[src/rtl/layer1_window_gen.sv]
// layer1_window_gen: 3x3 sliding-window generator for the layer-1 convolution stage.
// Accepts a raster-order pixel stream and emits complete windows over a
// valid/ready handshake, tagged with the window's top-left row/column.
// Optional feature macro: LAYER1_WIN_COUNT_EN adds a per-frame window counter
// output (win_count); without it the port and counter are absent.
`timescale 1ns/1ps
module layer1_window_gen #(
  parameter int DATA_W = 16,
  parameter int IMG_W  = 32,
  parameter int IMG_H  = 32
) (
  input  logic                       clk,
  input  logic                       rst,
  input  logic                       in_valid,
  input  logic [DATA_W-1:0]          in_data,
  output logic                       in_ready,
  output logic                       win_valid,
  output logic [9*DATA_W-1:0]        win_data,
  input  logic                       win_ready,
  output logic [$clog2(IMG_H)-1:0]   win_row,
  output logic [$clog2(IMG_W)-1:0]   win_col,
`ifdef LAYER1_WIN_COUNT_EN
  output logic [15:0]                win_count,
`endif
  output logic                       frame_done
);

  localparam int          RW   = $clog2(IMG_H);
  localparam int          CW   = $clog2(IMG_W);
  localparam int unsigned LB_D = IMG_W - 3;
  localparam logic [CW-1:0] COL_LAST = CW'(IMG_W - 1);
  localparam logic [RW-1:0] ROW_LAST = RW'(IMG_H - 1);

  typedef enum logic [1:0] {
    S_IDLE,
    S_FILL,
    S_STREAM,
    S_FLUSH
  } state_t;

  state_t state, state_n;

  logic [DATA_W-1:0] w    [3][3];
  logic [DATA_W-1:0] nw   [3][3];
  logic [DATA_W-1:0] lb_a [LB_D];
  logic [DATA_W-1:0] lb_b [LB_D];

  logic [CW-1:0]       col;
  logic [RW-1:0]       row;
  logic [9*DATA_W-1:0] win_next;
  logic                accept;
  logic                win_hs;
  logic                col_last;
  logic                row_last;
  logic                last_pix;
  logic                win_complete;
  logic                frame_done_n;

  assign accept       = in_valid && in_ready;
  assign win_hs       = win_valid && win_ready;
  assign col_last     = (col == COL_LAST);
  assign row_last     = (row == ROW_LAST);
  assign last_pix     = col_last && row_last;
  assign win_complete = accept && (row >= RW'(2)) && (col >= CW'(2));

  // Window contents after the shift that the current pixel would cause.
  always_comb begin
    nw[2][2] = in_data;
    nw[2][1] = w[2][2];
    nw[2][0] = w[2][1];
    nw[1][2] = lb_b[LB_D-1];
    nw[1][1] = w[1][2];
    nw[1][0] = w[1][1];
    nw[0][2] = lb_a[LB_D-1];
    nw[0][1] = w[0][2];
    nw[0][0] = w[0][1];
    win_next = '0;
    for (int unsigned r = 0; r < 3; r++) begin
      for (int unsigned c = 0; c < 3; c++) begin
        win_next[DATA_W*(3*r+c) +: DATA_W] = nw[r][c];
      end
    end
  end

  // Window column registers advance one pixel per accept.
  always_ff @(posedge clk or posedge rst) begin
    if (rst) begin
      for (int unsigned r = 0; r < 3; r++) begin
        for (int unsigned c = 0; c < 3; c++) begin
          w[r][c] <= '0;
        end
      end
    end else if (accept) begin
      for (int unsigned r = 0; r < 3; r++) begin
        for (int unsigned c = 0; c < 3; c++) begin
          w[r][c] <= nw[r][c];
        end
      end
    end
  end

  // Row delay lines: oldest entry of each feeds the right column of the row above.
  always_ff @(posedge clk or posedge rst) begin
    if (rst) begin
      for (int unsigned i = 0; i < LB_D; i++) begin
        lb_a[i] <= '0;
        lb_b[i] <= '0;
      end
    end else if (accept) begin
      lb_a[0] <= w[1][0];
      lb_b[0] <= w[2][0];
      for (int unsigned i = 1; i < LB_D; i++) begin
        lb_a[i] <= lb_a[i-1];
        lb_b[i] <= lb_b[i-1];
      end
    end
  end

  // Raster position of the pixel being accepted.
  always_ff @(posedge clk or posedge rst) begin
    if (rst) begin
      col <= '0;
      row <= '0;
    end else if (accept) begin
      if (col_last) begin
        col <= '0;
        row <= row_last ? '0 : row + 1'b1;
      end else begin
        col <= col + 1'b1;
      end
    end
  end

  // Output window register: loads on completion, holds until consumed.
  always_ff @(posedge clk or posedge rst) begin
    if (rst) begin
      win_valid <= 1'b0;
      win_data  <= '0;
      win_row   <= '0;
      win_col   <= '0;
    end else if (win_complete) begin
      win_valid <= 1'b1;
      win_data  <= win_next;
      win_row   <= row - RW'(2);
      win_col   <= col - CW'(2);
    end else if (win_ready) begin
      win_valid <= 1'b0;
    end
  end

  // FSM state and frame_done pulse register.
  always_ff @(posedge clk or posedge rst) begin
    if (rst) begin
      state      <= S_IDLE;
      frame_done <= 1'b0;
    end else begin
      state      <= state_n;
      frame_done <= frame_done_n;
    end
  end

  // FSM next-state and input back-pressure.
  always_comb begin
    state_n      = state;
    frame_done_n = 1'b0;
    in_ready     = (state != S_FLUSH) && !(win_valid && !win_ready);
    case (state)
      S_IDLE: begin
        if (accept) state_n = S_FILL;
      end
      S_FILL: begin
        if (accept && (row == RW'(2)) && (col == '0)) state_n = S_STREAM;
      end
      S_STREAM: begin
        if (accept && last_pix) state_n = S_FLUSH;
      end
      S_FLUSH: begin
        if (win_hs) begin
          state_n      = S_IDLE;
          frame_done_n = 1'b1;
        end
      end
      default: state_n = S_IDLE;
    endcase
  end

`ifdef LAYER1_WIN_COUNT_EN
  logic [15:0] cnt_q;

  // Count window handshakes; the final handshake of a frame clears the count.
  always_ff @(posedge clk or posedge rst) begin
    if (rst) begin
      cnt_q <= '0;
    end else if (win_hs && (state == S_FLUSH)) begin
      cnt_q <= '0;
    end else if (win_hs) begin
      cnt_q <= cnt_q + 16'd1;
    end
  end

  // Output includes the in-flight handshake so the final total shows in the
  // cycle before frame_done, while the register is already 0 on frame_done.
  assign win_count = cnt_q + 16'(win_hs);
`endif

endmodule

[config.mk]
export PLATFORM = sky130hd
export DESIGN_NAME = layer1_window_gen
export DESIGN_NICKNAME = d
export VERILOG_FILES = /design/src/rtl/layer1_window_gen.sv
export SDC_FILE = /design/constraint.sdc
export NUM_CORES = 2
export LEC_CHECK = 0
export BUFFER_PORTS_ARGS = -buffer_cell sky130_fd_sc_hd__clkbuf_2
export CELL_PAD_IN_SITES_DETAIL_PLACEMENT = 1
export CELL_PAD_IN_SITES_GLOBAL_PLACEMENT = 2
export CORE_UTILIZATION = 41
export CTS_BUF_LIST = sky130_fd_sc_hd__clkbuf_4 sky130_fd_sc_hd__clkbuf_8
export DETAILED_ROUTE_END_ITERATION = 10
export GPL_TIMING_DRIVEN = 0
export PLACE_DENSITY = 0.8
export SLEW_MARGIN = 30
export SYNTH_ARGS = -nofsm -noshare
export SYNTH_HDL_FRONTEND = slang
export SYNTH_SLANG_ARGS = --single-unit
[constraint.sdc]
create_clock -name clk -period 47.9 [get_ports clk]
set_input_delay 4.79 -clock clk [delete_from_list [all_inputs] [get_ports clk]]
set_output_delay 4.79 -clock clk [all_outputs]
set_load 0.05 [all_outputs]
==> flow_summary.ini <==
[power]
power.switching_uw = 976
p_leak_nw = 30.9
pwr-share-seq_pct = 45.5
p_comb_share_pct = 20.9
power_density_mw_per_mm2 = 53.9
power_mw = 2.89
ir_drop_v = 0.0000404
p_int_mw = 1.91
clockPowerShare_pct = 33.6
switching_share_pct = 33.8

[yosys]
synthFlopType = dfrtp_1
synthTopCellsByArea = dfrtp_1 (66%), nand2_1 (26%), mux2_1 (3.1%)
ys_warn_count = 0
netlist_instances = 4898
async_reset_ff_share_pct = 100
netlist_area_mm2 = 0.0461
synth_area_per_cell_um2 = 9.42
syn_nets = 4933
yosysMostFrequentCell = nand2_1
ys_ff_latch = 1224
yosys.area.top_type = dfrtp_1
synth_edf_count = 0
synth_top_area_share_pct = 66.4
ys_types = 34
seq_area_frac_synth_pct = 66.4
synth_commonest_cells = nand2_1 (3191), dfrtp_1 (1224), buf_2 (167), mux2_1 (129), clkbuf_1 (52)

[critical_path]
critPathKind = input pin to output pin
crit_required_ns = 43.11
crit_start = win_ready
rr_startpoint = state[0]
worstPathMaxFanout = 6
cp-end-kind = output pin
worstSetupStartpointType = input pin
worstPathArrival_ns = 5.51

[global_route]
gr-total-overflow = 0
antenna_found_initial = 4
grt_max_degree = 92
grt_pass1_vias = 34655
grt_usage_pct = 21.0
grt_first_pass_wirelength_mm = 189

[sta]
period_needed_ns = 10.30
fmax_mhz = 97.1
post-route-period-util_pct = 21.5
drv_slew = 0
hold_violations = 0
setup_viol = 0
fin_skew_ns = 0.0309
tightest_slew_ns = 0.963
rsz0062_at_grt = false
max_slew_margin_pct = 35.8

[floorplan]
dieArea_mm2 = 0.114
die_w_um = 337
rows = 122
start_util_pct = 41.5
die_height_um = 337
num_io_pins = 177
coreArea_mm2 = 0.111

[drt]
vias = 32113
routed_via_density = 4.63
drc = 0
ant_nets = 0
drtPass1Iterations = 6
wirelength_mm = 114
drtIter0Drc = 1538
wire_per_inst_um = 16.4

[hold_path]
min_from = lb_b[220]
hold_class = flip-flop to flip-flop

[clocking]
postCtsSetupBuffers = 0
cts-root-buf = clkbuf_8
clk_pin_slew_ns = 0.06
cts_resized = 0
insertion_delay_ns = 0.86
cts_max_path_buffers = 3
cts_tree = built
htree_levels = 4
numCtsBuffers = 205
cts_hold_buf = 0
cts_sinks = 1224

[layout]
regArea_mm2 = 0.0306
nets = 5331
postLayoutCoreUtil_pct = 48.3
num-fill-cells = 12827
final_layout_size_suffix_gt1_share_pct = 14.0
multi_input_area_mm2 = 0.0142
areaGrowthSynthToFinish_pct = 16.3
fin_cells = 6941

[place]
dp_cells = 6577
dp_hpwl_mm = 80.1
gp_congestion = 0.760
io_buffers = 176

[run_status]
status = completed

[run]
maxCapViolCount = 0
==> registers in the layout, summed over array words and instances (netlist names) <==
| name | count |
|---|---|
| lb_a | 464 |
| w | 32 |
| nw | 96 |
| win_data | 144 |
| win_col | 5 |
| win_row | 5 |
| win_valid | 1 |
| frame_done | 1 |
| col | 5 |
| row | 5 |
| lb_b | 464 |
| state | 2 |
==> through the flow <==
stage	instance area (um^2)	TNS, ns	hold slack [ns]	worst slack, ns
2_1_floorplan	46100	0	0.439	8.62
3_3_place_gp	48900	-6876.19	0.447	-5.75
3_5_place_dp	49300	0	0.452	37.60
4_1_cts	53600	0	0.441	37.60
5_1_grt	53600	0	0.475	37.54
6_report	53700	0	0.450	37.60
==> final timing paths <==
kind                                 end  slack (ns)  cells past startpoint
hold reg to reg                lb_b[204]        0.45                      2
max in group asynchronous      lb_a[325]       41.79                      6
setup / recovery                in_ready       37.60                      4
setup reg to reg                  nw[45]       45.35                      8
hold / removal                 lb_b[204]        0.45                      2
min in group asynchronous  win_data[127]        4.03                      2
==> routing by layer <==
metal  global-route usage [%]  part of all wire [%]  wire [um]  up-vias
li1                         -                     -          -    15768
met1                     29.0                    48      54600    15742
met2                     33.7                    46      52900      423
met3                     3.73                   3.5       3940      180
met4                     6.37                   2.2       2510        0
met5                        0                     0          0        -
==> final cells by class <==
cell class	instances	share of cell area, %
Clock inverter	27	0.417
Buffer	255	2.42
Sequential cell	1224	57.1
Multi-Input combinational cell	3409	26.4
Timing Repair Buffer	191	2.41
Antenna cell	5	0.0233
Tap cell	1488	3.47
Clock buffer	332	7.69
Inverter	10	0.0839
==> cell families (layout without fill, tap and decap cells) <==
group	Yosys count	count (layout)	share of synthesized area, %
AND/OR/NAND/NOR	3218	3218	26.3
flip-flops	1224	1224	66.4
buffers and inverters	265	815	2.90
multiplexers	147	147	3.59
AO/OA/AOI/OAI	25	25	0.304
adder cells (fa/ha/maj)	15	15	0.407
XOR/XNOR	4	4	0.0759
other	0	5	0
==> cell usage in the layout, fill, tap and decap left out, drive strengths merged, types with 2 or more instances in the layout <==
cell type  Yosys  layout
o22ai          2       2
o21ai         17      17
clkbuf        54     562
a21oi          2       2
diode          0       5
inv           10      11
nor2b          3       3
nand3          5       5
xnor2          4       4
nor3           5       5
nand2b         3       3
buf          201     216
mux2         147     147
clkinvlp       0       4
ha            15      15
clkinv         0      19
dfrtp       1224    1224
bufinv         0       3
nand2       3192    3192
nor2           3       3
and3           3       3
==> critical path: stages <==
cell	delay (ns)
clkbuf_2	0.09
nand2b_2	0.23
nor2b_1	0.15
clkbuf_2	0.24
==> power groups by stage <==
stage	clock, mW	combinational, mW	sequential, mW
3_3_place_gp	0	0.604	1.34
3_5_place_dp	0	0.619	1.33
2_1_floorplan	0	0.355	1.37
4_1_cts	1.01	0.623	1.32
6_report	0.971	0.605	1.31
5_1_grt	1.05	0.684	1.33
Power figures use the tool's default switching activity.
